### config.mk
export PLATFORM = sky130hd
export DESIGN_NAME = bsr_scan_sequencer_flat
export DESIGN_NICKNAME = d
export VERILOG_FILES = /design/src/rtl/bsr_scan_sequencer_if.sv /design/src/rtl/bsr_scan_sequencer.sv /design/src/flat_wrapper.sv
export SDC_FILE = /design/constraint.sdc
export NUM_CORES = 1
export LEC_CHECK = 0
export CELL_PAD_IN_SITES_DETAIL_PLACEMENT = 1
export CELL_PAD_IN_SITES_GLOBAL_PLACEMENT = 1
export CORE_UTILIZATION = 39
export CTS_BUF_LIST = sky130_fd_sc_hd__clkbuf_8 sky130_fd_sc_hd__clkbuf_16
export DETAILED_ROUTE_END_ITERATION = 10
export PLACE_DENSITY_LB_ADDON = 0.3
export SYNTH_ARGS = -nofsm -noshare
export SYNTH_HDL_FRONTEND = slang
export SYNTH_SLANG_ARGS = --single-unit
### constraint.sdc
create_clock -name TCK -period 7.1 [get_ports TCK]
set_input_delay 2.13 -clock TCK [delete_from_list [all_inputs] [get_ports TCK]]
set_output_delay 2.13 -clock TCK [all_outputs]
set_load 0.1 [all_outputs]
### src/rtl/bsr_scan_sequencer_if.sv
// Host/chain-side bundle for the boundary-scan sequencer.
// SCAN_SKIP_UPDATE_EN adds the NoUpdate request bit.
interface bsr_scan_sequencer_if #(
  parameter int DATAWIDTH = 64
);
  logic                 Start;
  logic [1:0]           ChainSel;
  logic [DATAWIDTH-1:0] WrData;
`ifdef SCAN_SKIP_UPDATE_EN
  logic                 NoUpdate;
`endif
  logic                 Busy;
  logic                 Done;
  logic [DATAWIDTH-1:0] RdData;
  logic [3:0]           Select;
  logic                 CaptureDR;
  logic                 ShiftDR;
  logic                 UpdateDR;
  logic                 ScanIn;
  logic [3:0]           ScanOut;

`ifdef SCAN_SKIP_UPDATE_EN
  modport master (
    output Start, ChainSel, WrData, NoUpdate, ScanOut,
    input  Busy, Done, RdData, Select, CaptureDR, ShiftDR, UpdateDR, ScanIn
  );
  modport slave (
    input  Start, ChainSel, WrData, NoUpdate, ScanOut,
    output Busy, Done, RdData, Select, CaptureDR, ShiftDR, UpdateDR, ScanIn
  );
`else
  modport master (
    output Start, ChainSel, WrData, ScanOut,
    input  Busy, Done, RdData, Select, CaptureDR, ShiftDR, UpdateDR, ScanIn
  );
  modport slave (
    input  Start, ChainSel, WrData, ScanOut,
    output Busy, Done, RdData, Select, CaptureDR, ShiftDR, UpdateDR, ScanIn
  );
`endif
endinterface

### src/rtl/bsr_scan_sequencer.sv
// One Capture -> Shift -> Update pass on a selected boundary-scan chain.
// Optional SCAN_SKIP_UPDATE_EN: NoUpdate latched at accept skips the UPDATE state.
module bsr_scan_sequencer #(
  parameter int LEN_SW    = 18,
  parameter int LEN_KEY   = 4,
  parameter int LEN_LED   = 27,
  parameter int LEN_HEX   = 56,
  parameter int DATAWIDTH = 64
) (
  input  logic                 TCK,
  input  logic                 Reset,
  bsr_scan_sequencer_if.slave  bus
);
  localparam int CW = $clog2(DATAWIDTH) + 1;
  localparam logic [CW-1:0] ONE = CW'(1);

  typedef enum logic [2:0] {IDLE, CAPTURE, SHIFT, UPDATE, DONE} state_t;

  state_t               state, state_nxt;
  logic [1:0]           chain, chain_nxt;
  logic [CW-1:0]        len, len_nxt, cnt, cnt_nxt;
  logic [DATAWIDTH-1:0] sreg, sreg_nxt, rd, rd_nxt;
  logic                 busy, done, cap, shift, upd, scan_in;
  logic [3:0]           select;
  logic                 busy_nxt, done_nxt, cap_nxt, shift_nxt, upd_nxt, scan_in_nxt;
  logic [3:0]           select_nxt;
`ifdef SCAN_SKIP_UPDATE_EN
  logic                 no_upd, no_upd_nxt;
`endif

  function automatic logic [CW-1:0] len_of(input logic [1:0] sel);
    case (sel)
      2'd0:    return CW'(LEN_SW);
      2'd1:    return CW'(LEN_KEY);
      2'd2:    return CW'(LEN_LED);
      default: return CW'(LEN_HEX);
    endcase
  endfunction

  always_comb begin
    state_nxt   = state;
    chain_nxt   = chain;
    len_nxt     = len;
    cnt_nxt     = cnt;
    sreg_nxt    = sreg;
    rd_nxt      = rd;
    scan_in_nxt = 1'b0;
`ifdef SCAN_SKIP_UPDATE_EN
    no_upd_nxt  = no_upd;
`endif
    case (state)
      IDLE: begin
        if (bus.Start) begin
          chain_nxt = bus.ChainSel;
          len_nxt   = len_of(bus.ChainSel);
          sreg_nxt  = bus.WrData;
          rd_nxt    = '0;
          cnt_nxt   = '0;
`ifdef SCAN_SKIP_UPDATE_EN
          no_upd_nxt = bus.NoUpdate;
`endif
          state_nxt = CAPTURE;
        end
      end
      CAPTURE: begin
        state_nxt   = SHIFT;
        scan_in_nxt = sreg[0];
      end
      SHIFT: begin
        // cnt is the bit index of the cycle now ending
        rd_nxt[cnt[CW-2:0]] = bus.ScanOut[chain];
        if (cnt == len - ONE) begin
`ifdef SCAN_SKIP_UPDATE_EN
          state_nxt = no_upd ? DONE : UPDATE;
`else
          state_nxt = UPDATE;
`endif
        end else begin
          cnt_nxt     = cnt + ONE;
          sreg_nxt    = sreg >> 1;
          scan_in_nxt = sreg[1];
        end
      end
      UPDATE:  state_nxt = DONE;
      default: state_nxt = IDLE;
    endcase

    // Outputs are registered, so decode them from the state being entered
    busy_nxt   = (state_nxt != IDLE);
    done_nxt   = (state_nxt == DONE);
    cap_nxt    = (state_nxt == CAPTURE);
    shift_nxt  = (state_nxt == SHIFT);
    upd_nxt    = (state_nxt == UPDATE);
    select_nxt = (cap_nxt || shift_nxt || upd_nxt) ? (4'(1) << chain_nxt) : 4'd0;
  end

  always_ff @(posedge TCK or posedge Reset) begin
    if (Reset) begin
      state   <= IDLE;
      chain   <= 2'd0;
      len     <= '0;
      cnt     <= '0;
      rd      <= '0;
      busy    <= 1'b0;
      done    <= 1'b0;
      cap     <= 1'b0;
      shift   <= 1'b0;
      upd     <= 1'b0;
      scan_in <= 1'b0;
      select  <= 4'd0;
`ifdef SCAN_SKIP_UPDATE_EN
      no_upd  <= 1'b0;
`endif
    end else begin
      state   <= state_nxt;
      chain   <= chain_nxt;
      len     <= len_nxt;
      cnt     <= cnt_nxt;
      rd      <= rd_nxt;
      busy    <= busy_nxt;
      done    <= done_nxt;
      cap     <= cap_nxt;
      shift   <= shift_nxt;
      upd     <= upd_nxt;
      scan_in <= scan_in_nxt;
      select  <= select_nxt;
`ifdef SCAN_SKIP_UPDATE_EN
      no_upd  <= no_upd_nxt;
`endif
    end
  end

  // Outgoing data bits are only observed via scan_in, so no reset is needed here
  always_ff @(posedge TCK) begin
    sreg <= sreg_nxt;
  end

  assign bus.Busy      = busy;
  assign bus.Done      = done;
  assign bus.RdData    = rd;
  assign bus.Select    = select;
  assign bus.CaptureDR = cap;
  assign bus.ShiftDR   = shift;
  assign bus.UpdateDR  = upd;
  assign bus.ScanIn    = scan_in;
endmodule

### src/flat_wrapper.sv
// flat-port wrapper written by rule: the top's interface ports become plain ports
module bsr_scan_sequencer_flat 
#(
  parameter int LEN_SW    = 18,
  parameter int LEN_KEY   = 4,
  parameter int LEN_LED   = 27,
  parameter int LEN_HEX   = 56,
  parameter int DATAWIDTH = 64
)
  (TCK, Reset, bus_Start, bus_ChainSel, bus_WrData, bus_ScanOut, bus_Busy, bus_Done, bus_RdData, bus_Select, bus_CaptureDR, bus_ShiftDR, bus_UpdateDR, bus_ScanIn);
  bsr_scan_sequencer_if #(.DATAWIDTH(DATAWIDTH)) bus_i ();
  input  logic TCK;
  input  logic Reset;
  input wire logic [$bits(bus_i.Start)-1:0] bus_Start;
  input wire logic [$bits(bus_i.ChainSel)-1:0] bus_ChainSel;
  input wire logic [$bits(bus_i.WrData)-1:0] bus_WrData;
  input wire logic [$bits(bus_i.ScanOut)-1:0] bus_ScanOut;
  output wire logic [$bits(bus_i.Busy)-1:0] bus_Busy;
  output wire logic [$bits(bus_i.Done)-1:0] bus_Done;
  output wire logic [$bits(bus_i.RdData)-1:0] bus_RdData;
  output wire logic [$bits(bus_i.Select)-1:0] bus_Select;
  output wire logic [$bits(bus_i.CaptureDR)-1:0] bus_CaptureDR;
  output wire logic [$bits(bus_i.ShiftDR)-1:0] bus_ShiftDR;
  output wire logic [$bits(bus_i.UpdateDR)-1:0] bus_UpdateDR;
  output wire logic [$bits(bus_i.ScanIn)-1:0] bus_ScanIn;
  assign bus_i.Start = bus_Start;
  assign bus_i.ChainSel = bus_ChainSel;
  assign bus_i.WrData = bus_WrData;
  assign bus_i.ScanOut = bus_ScanOut;
  assign bus_Busy = bus_i.Busy;
  assign bus_Done = bus_i.Done;
  assign bus_RdData = bus_i.RdData;
  assign bus_Select = bus_i.Select;
  assign bus_CaptureDR = bus_i.CaptureDR;
  assign bus_ShiftDR = bus_i.ShiftDR;
  assign bus_UpdateDR = bus_i.UpdateDR;
  assign bus_ScanIn = bus_i.ScanIn;
  bsr_scan_sequencer #(.LEN_SW(LEN_SW), .LEN_KEY(LEN_KEY), .LEN_LED(LEN_LED), .LEN_HEX(LEN_HEX), .DATAWIDTH(DATAWIDTH)) u_core (.TCK(TCK), .Reset(Reset), .bus(bus_i));
endmodule
---- Yosys cells after proc, flatten, opt, wreduce, memory -nomap -nowiden ----
Index checks and enable logic that the tools add are counted.
cells by class
  add/subtract/negate cells ............... 2
  magnitude comparators ................... 3
  equal/unequal tests ..................... 12
  shift operators ......................... 1
  multiplexer cells ....................... 22
  reduce and logical (&&, ||, !) cells .... 10
operator list
  operator                                                                count
  64-bit case mux with 2 select lines                                     2
  64-bit two-way mux                                                      3
  64-bit bitwise mux                                                      1
  6-bit case mux with 3 select lines                                      1
  7-bit two-way mux                                                       2
  7-bit case mux with 2 select lines                                      1
  3-bit by 2-bit equality test with 1-bit output (second input constant)  4
  3-bit case mux with 4 select lines                                      1
  7-bit by 1-bit adder with 7-bit output (second input constant)          1
  7-bit equality test                                                     1
  6-bit by 7-bit < comparator with 1-bit output (second input constant)   1
  7-bit by 1-bit subtractor with 7-bit output (second input constant)     1
  1-bit demux with 6-bit select                                           1
  3-bit by 1-bit equality test with 1-bit output (second input constant)  2
  6-bit by 1-bit >= comparator with 1-bit output (second input constant)  1
  3-bit two-way mux                                                       2
  2-bit two-way mux                                                       2
  4-bit two-way mux                                                       1
  2-bit != test (second input constant)                                   2
  2-bit AND reduction                                                     2
  1-bit by 2-bit left shift with 4-bit output (first input constant)      1
  3-bit equality test (second input constant)                             1
  3-bit logical NOT                                                       1
  2-bit by 3-bit < comparator with 1-bit output (second input constant)   1
  other kinds (11)                                                        14
storage, ports and cells
  bits in registers ....................... 157
  input port bits ......................... 73
  output and inout port bits .............. 74
  word-level logic and storage cells ...... 63

---- Depth between registers and ports, before layout ----
  depth in word-level cells ............... 8
  gate-level depth with buffers ........... 8
  gate-level depth less buffers ........... 7

---- Worst setup path before layout ----
Ideal clock, no wire load.
  path type ............................... register -> register
  from .................................... register u_core.len[0]
  to ...................................... register u_core.sreg[0], enable pin
  library setup time ...................... 574 ps
  data arrival time ....................... 5750 ps
  required time ........................... 6526 ps
  setup slack ............................. 776 ps
  cell stages (with the launch flop) ...... 8
  buffers on the path ..................... 0
  clock period less this slack ............ 6324 ps
  path through ............................ dfrtp_1 > inv_1 > ha_1 > xnor2_1 > a221o_1 > and2_1 > nor3_1 > o21ai_0
between the ends
  cells in the longest elaborated chain, start to end .. 4
ends and longest elaborated chain
  item                                         line                       text
  start: declaration                           bsr_scan_sequencer.sv:21   logic [CW-1:0] len, len_nxt, cnt, cnt_nxt;
  start signal: assignment                     bsr_scan_sequencer.sv:117  len <= len_nxt;
  7-bit by 1-bit subtractor with 7-bit output  bsr_scan_sequencer.sv:72   if (cnt == len - ONE) begin
  7-bit equality test                          bsr_scan_sequencer.sv:72
  2-bit != test (no line)                      --
  3-bit AND reduction (no line)                --
  end signal: assignment                       bsr_scan_sequencer.sv:135  sreg <= sreg_nxt;
  end: declaration                             bsr_scan_sequencer.sv:22   logic [DATAWIDTH-1:0] sreg, sreg_nxt, rd, rd_nxt;
Every way passes these cells.
A chain may end at the register's enable or synchronous reset.

---- Final worst setup path ----
  from .................................... input bus_Start
  to ...................................... register u_core.sreg[15], enable pin
between the ends
  cells in the longest elaborated chain, start to end .. 2
ends and longest elaborated chain
  item                           line                text
  start: declaration             flat_wrapper.sv:14  input wire logic [$bits(bus_i.Start)-1:0] bus_Start;
  2-bit != test (no line)        --
  3-bit AND reduction (no line)  --
Every way passes these cells.

==> out/results.ini <==
[critical_path]
end_kind=flip-flop
cp_max_fo=79
critPathTopFamily=buffers and inverters
cpMostUsedCell=buf_4
critPathLaunchType=input pin
cp.arrival_ns=4.44
slowest_delay_ns=0.65
crit_buf_inv=3
path_cells=clkdlybuf4s50_1, or4b_2, buf_4, o21ai_4, buf_4
cp.required_ns=7.14
cp_slowest_cell=buf_4
worstSetupPathType=in2reg

[global_routing]
grt_pass1_vias=5703
grt-ovfl-total=0
grt_pass1_wl_um=28900
grt_max_degree=80
antenna_found_initial=0
grtUsageTotal_pct=19.9

[floorplanning]
dieArea_um2=18800
ioPinCount=147
die_h_um=137
start_util_pct=40.5
die_w_um=137
core.rowCount=48
core_region_area_um2=17500

[placement]
dpl_worst_slack_ns=2.24
place.detailed.hpwl_um=11900
port_buffers=146
place.gp.congestion=0.771

[routing]
postRouteAntennaNets=0
drt_iter0_markers=279
dr.pass1.iters=4
num_vias=5534
drcViolationCount=0
post_drt_wl_per_cell_um=16.5
via_per_inst=5.20
wirelength_um=17600

[pwr]
power.total_mw=3.63
ir_drop_mv=0.245
powerDensity_nw_per_um2=392
p_leak_nw=4.02

[timing]
setup_tns_ns=0
post-route-period-util_pct=62.0
worst_slew_pin_slew_ns=1.05
slew_headroom_pct=29.9
fin_skew_ns=0.0116
rsz0062_at_grt=false
period_needed_ns=4.40
fmax_mhz=227
holdWs_ns=0.497
slew_violations=0
hold_viol=0
setup_viol=0
fin_ws_ns=2.70

[synthesis]
avgSynthCellArea_um2=10.1
synth_xor_area_share_pct=1.11
synth_compound_area_share_pct=8.84
synth_fp_nets=780
syn_inst=705
yosys_warnings=0
syn_area_um2=7110
synthFlopType=dfrtp_1
yosysSeqAreaShare_pct=59.4
synth-edff-count=64
yosysUniqueCellTypes=54
ys_ff_latch=156
synth_top_family_by_area=simple AND/OR/NAND/NOR gates
synthArstFlopShare_pct=59.0
synthAdderAreaFrac_pct=0.352
yosys-mux-area-fraction_pct=4.53
synthSimpleGateAreaFrac_pct=22.1

[cts]
clk_pin_slew_ns=0.06
postCtsSetupRepairBufs=0
cts.path.max_buffers=2
cts_inserted_buffers=17
cts_tree=built
clock_tree.root_cell=clkbuf_16
cts.sinks=156
cts_resized=0
postCtsHoldBufs=0
htreeDepth=4
clk_latency_ns=0.42

[flow_run]
maxCapViolations=0

[min_path]
hp-class=reg2reg

[final_layout]
drive_gt1_share_pct=6.44
fillerInstances=1925
layout_commonest_cell=nand2_1
nets=901
antenna_cells=0
synthToLayoutAreaGrowth_pct=30.1
final_cell_mix=nand2_1, clkdlybuf4s50_1, dfrtp_1, edfxtp_1, mux2i_1

[outcome]
status=complete, no violations

[kinds of logic (layout without fill, tap and decap cells)]
logic type	count (synthesis)	count (layout)
XOR/XNOR	9	9
flip-flops	156	156
AO/OA/AOI/OAI	91	91
multiplexers	32	32
buffers and inverters	58	192
AND/OR/NAND/NOR	357	357
adder cells (fa/ha/maj)	2	2
[cell type report]
class,count,area (µm²),area share (%)
multi-input combinational,491,2640,28.6
tap,225,282,3.04
clock inverter,15,134,1.45
timing repair buffer,152,1510,16.3
clock buffer,17,425,4.60
sequential,156,4220,45.7
inverter,8,31.3,0.338
[synth_stat cells (3+ instances only)]
cell,instances,share of area [%]
nand2_1,278,15
dfrtp_1,92,32
edfxtp_1,64,27
clkbuf_1,34,1.8
mux2i_1,31,4.4
o211ai_1,25,2.6
o31ai_1,25,2.6
nand3_1,20,1.4
nor2_1,14,0.74
o21ai_0,12,0.85
buf_2,10,0.70
o21ai_1,9,0.63
inv_1,6,0.32
a21oi_1,5,0.35
nor3_1,5,0.35
xnor2_1,5,0.62
and2_1,4,0.35
and3_1,4,0.35
nand2b_1,4,0.35
nand3b_1,4,0.42
xor2_1,4,0.49
a31oi_1,3,0.26
buf_6,3,0.48
nand4_1,3,0.26
nor3b_1,3,0.32
or2_2,3,0.26
[worst register-to-register path, delay by kind of cell (launching register included)]
family	cells	cell delay [ns]
fa+ha+maj	1	0.28
compound gates	3	0.67
simple gates	2	0.79
buf+inv	2	0.47
flops	1	0.39
[power breakdown]
| part | switching [mW] | internal, mW |
|---|---|---|
| clock network | 0.359 | 0.510 |
| registers | 0.157 | 1.33 |
| logic | 0.934 | 0.341 |
[per-stage QoR]
stage	util [%]	cells	area, µm²
6_report	52.7	1064	9250
5_1_grt	52.7	1064	9250
4_1_cts	52.7	1064	9250
3_5_place_dp	49.5	1032	8690
3_3_place_gp	49.5	1032	8690
2_1_floorplan	-	705	7110
[state kept, by name, indices dropped and copies added, names as in the netlist]
name	cells
u_core.bus.Busy	1
u_core.bus.CaptureDR	1
u_core.bus.Done	1
u_core.bus.RdData	64
u_core.bus.ScanIn	1
u_core.bus.Select	4
u_core.bus.ShiftDR	1
u_core.bus.UpdateDR	1
u_core.chain	2
u_core.cnt	7
u_core.len	6
u_core.sreg	64
u_core.state	3
[worst paths after layout]
check / start / end / slack, ns / cells after the start
min in group asynchronous: Reset / u_core.bus.RdData[3]$_DFFE_PP0P_ / 2.20 / 2
max: bus_Start / u_core.sreg[15]$_DFFE_PP_ / 2.70 / 5
min: u_core.bus.RdData[0]$_DFFE_PP0P_ / u_core.bus.RdData[0]$_DFFE_PP0P_ / 0.50 / 2
max in group asynchronous: Reset / u_core.chain[1]$_DFF_PP0_ / 3.81 / 3
min reg2reg: u_core.bus.RdData[0]$_DFFE_PP0P_ / u_core.bus.RdData[0]$_DFFE_PP0P_ / 0.50 / 2
max reg2reg: u_core.len[0]$_DFFE_PP0P_ / u_core.sreg[15]$_DFFE_PP_ / 4.13 / 8
[layer usage]
layer  wire (µm)  part of all wire (%)  GRT usage [%]  vias to the layer above
li1            -                     -              -                     2648
met1        8050                    46           25.8                     2735
met2        8670                    49           33.7                      129
met4         206                   1.2           6.17                        0
met5           0                     0              0                        -
met3         652                   3.7           3.41                       22
Note: power is estimated with default switching activity, not from simulation.
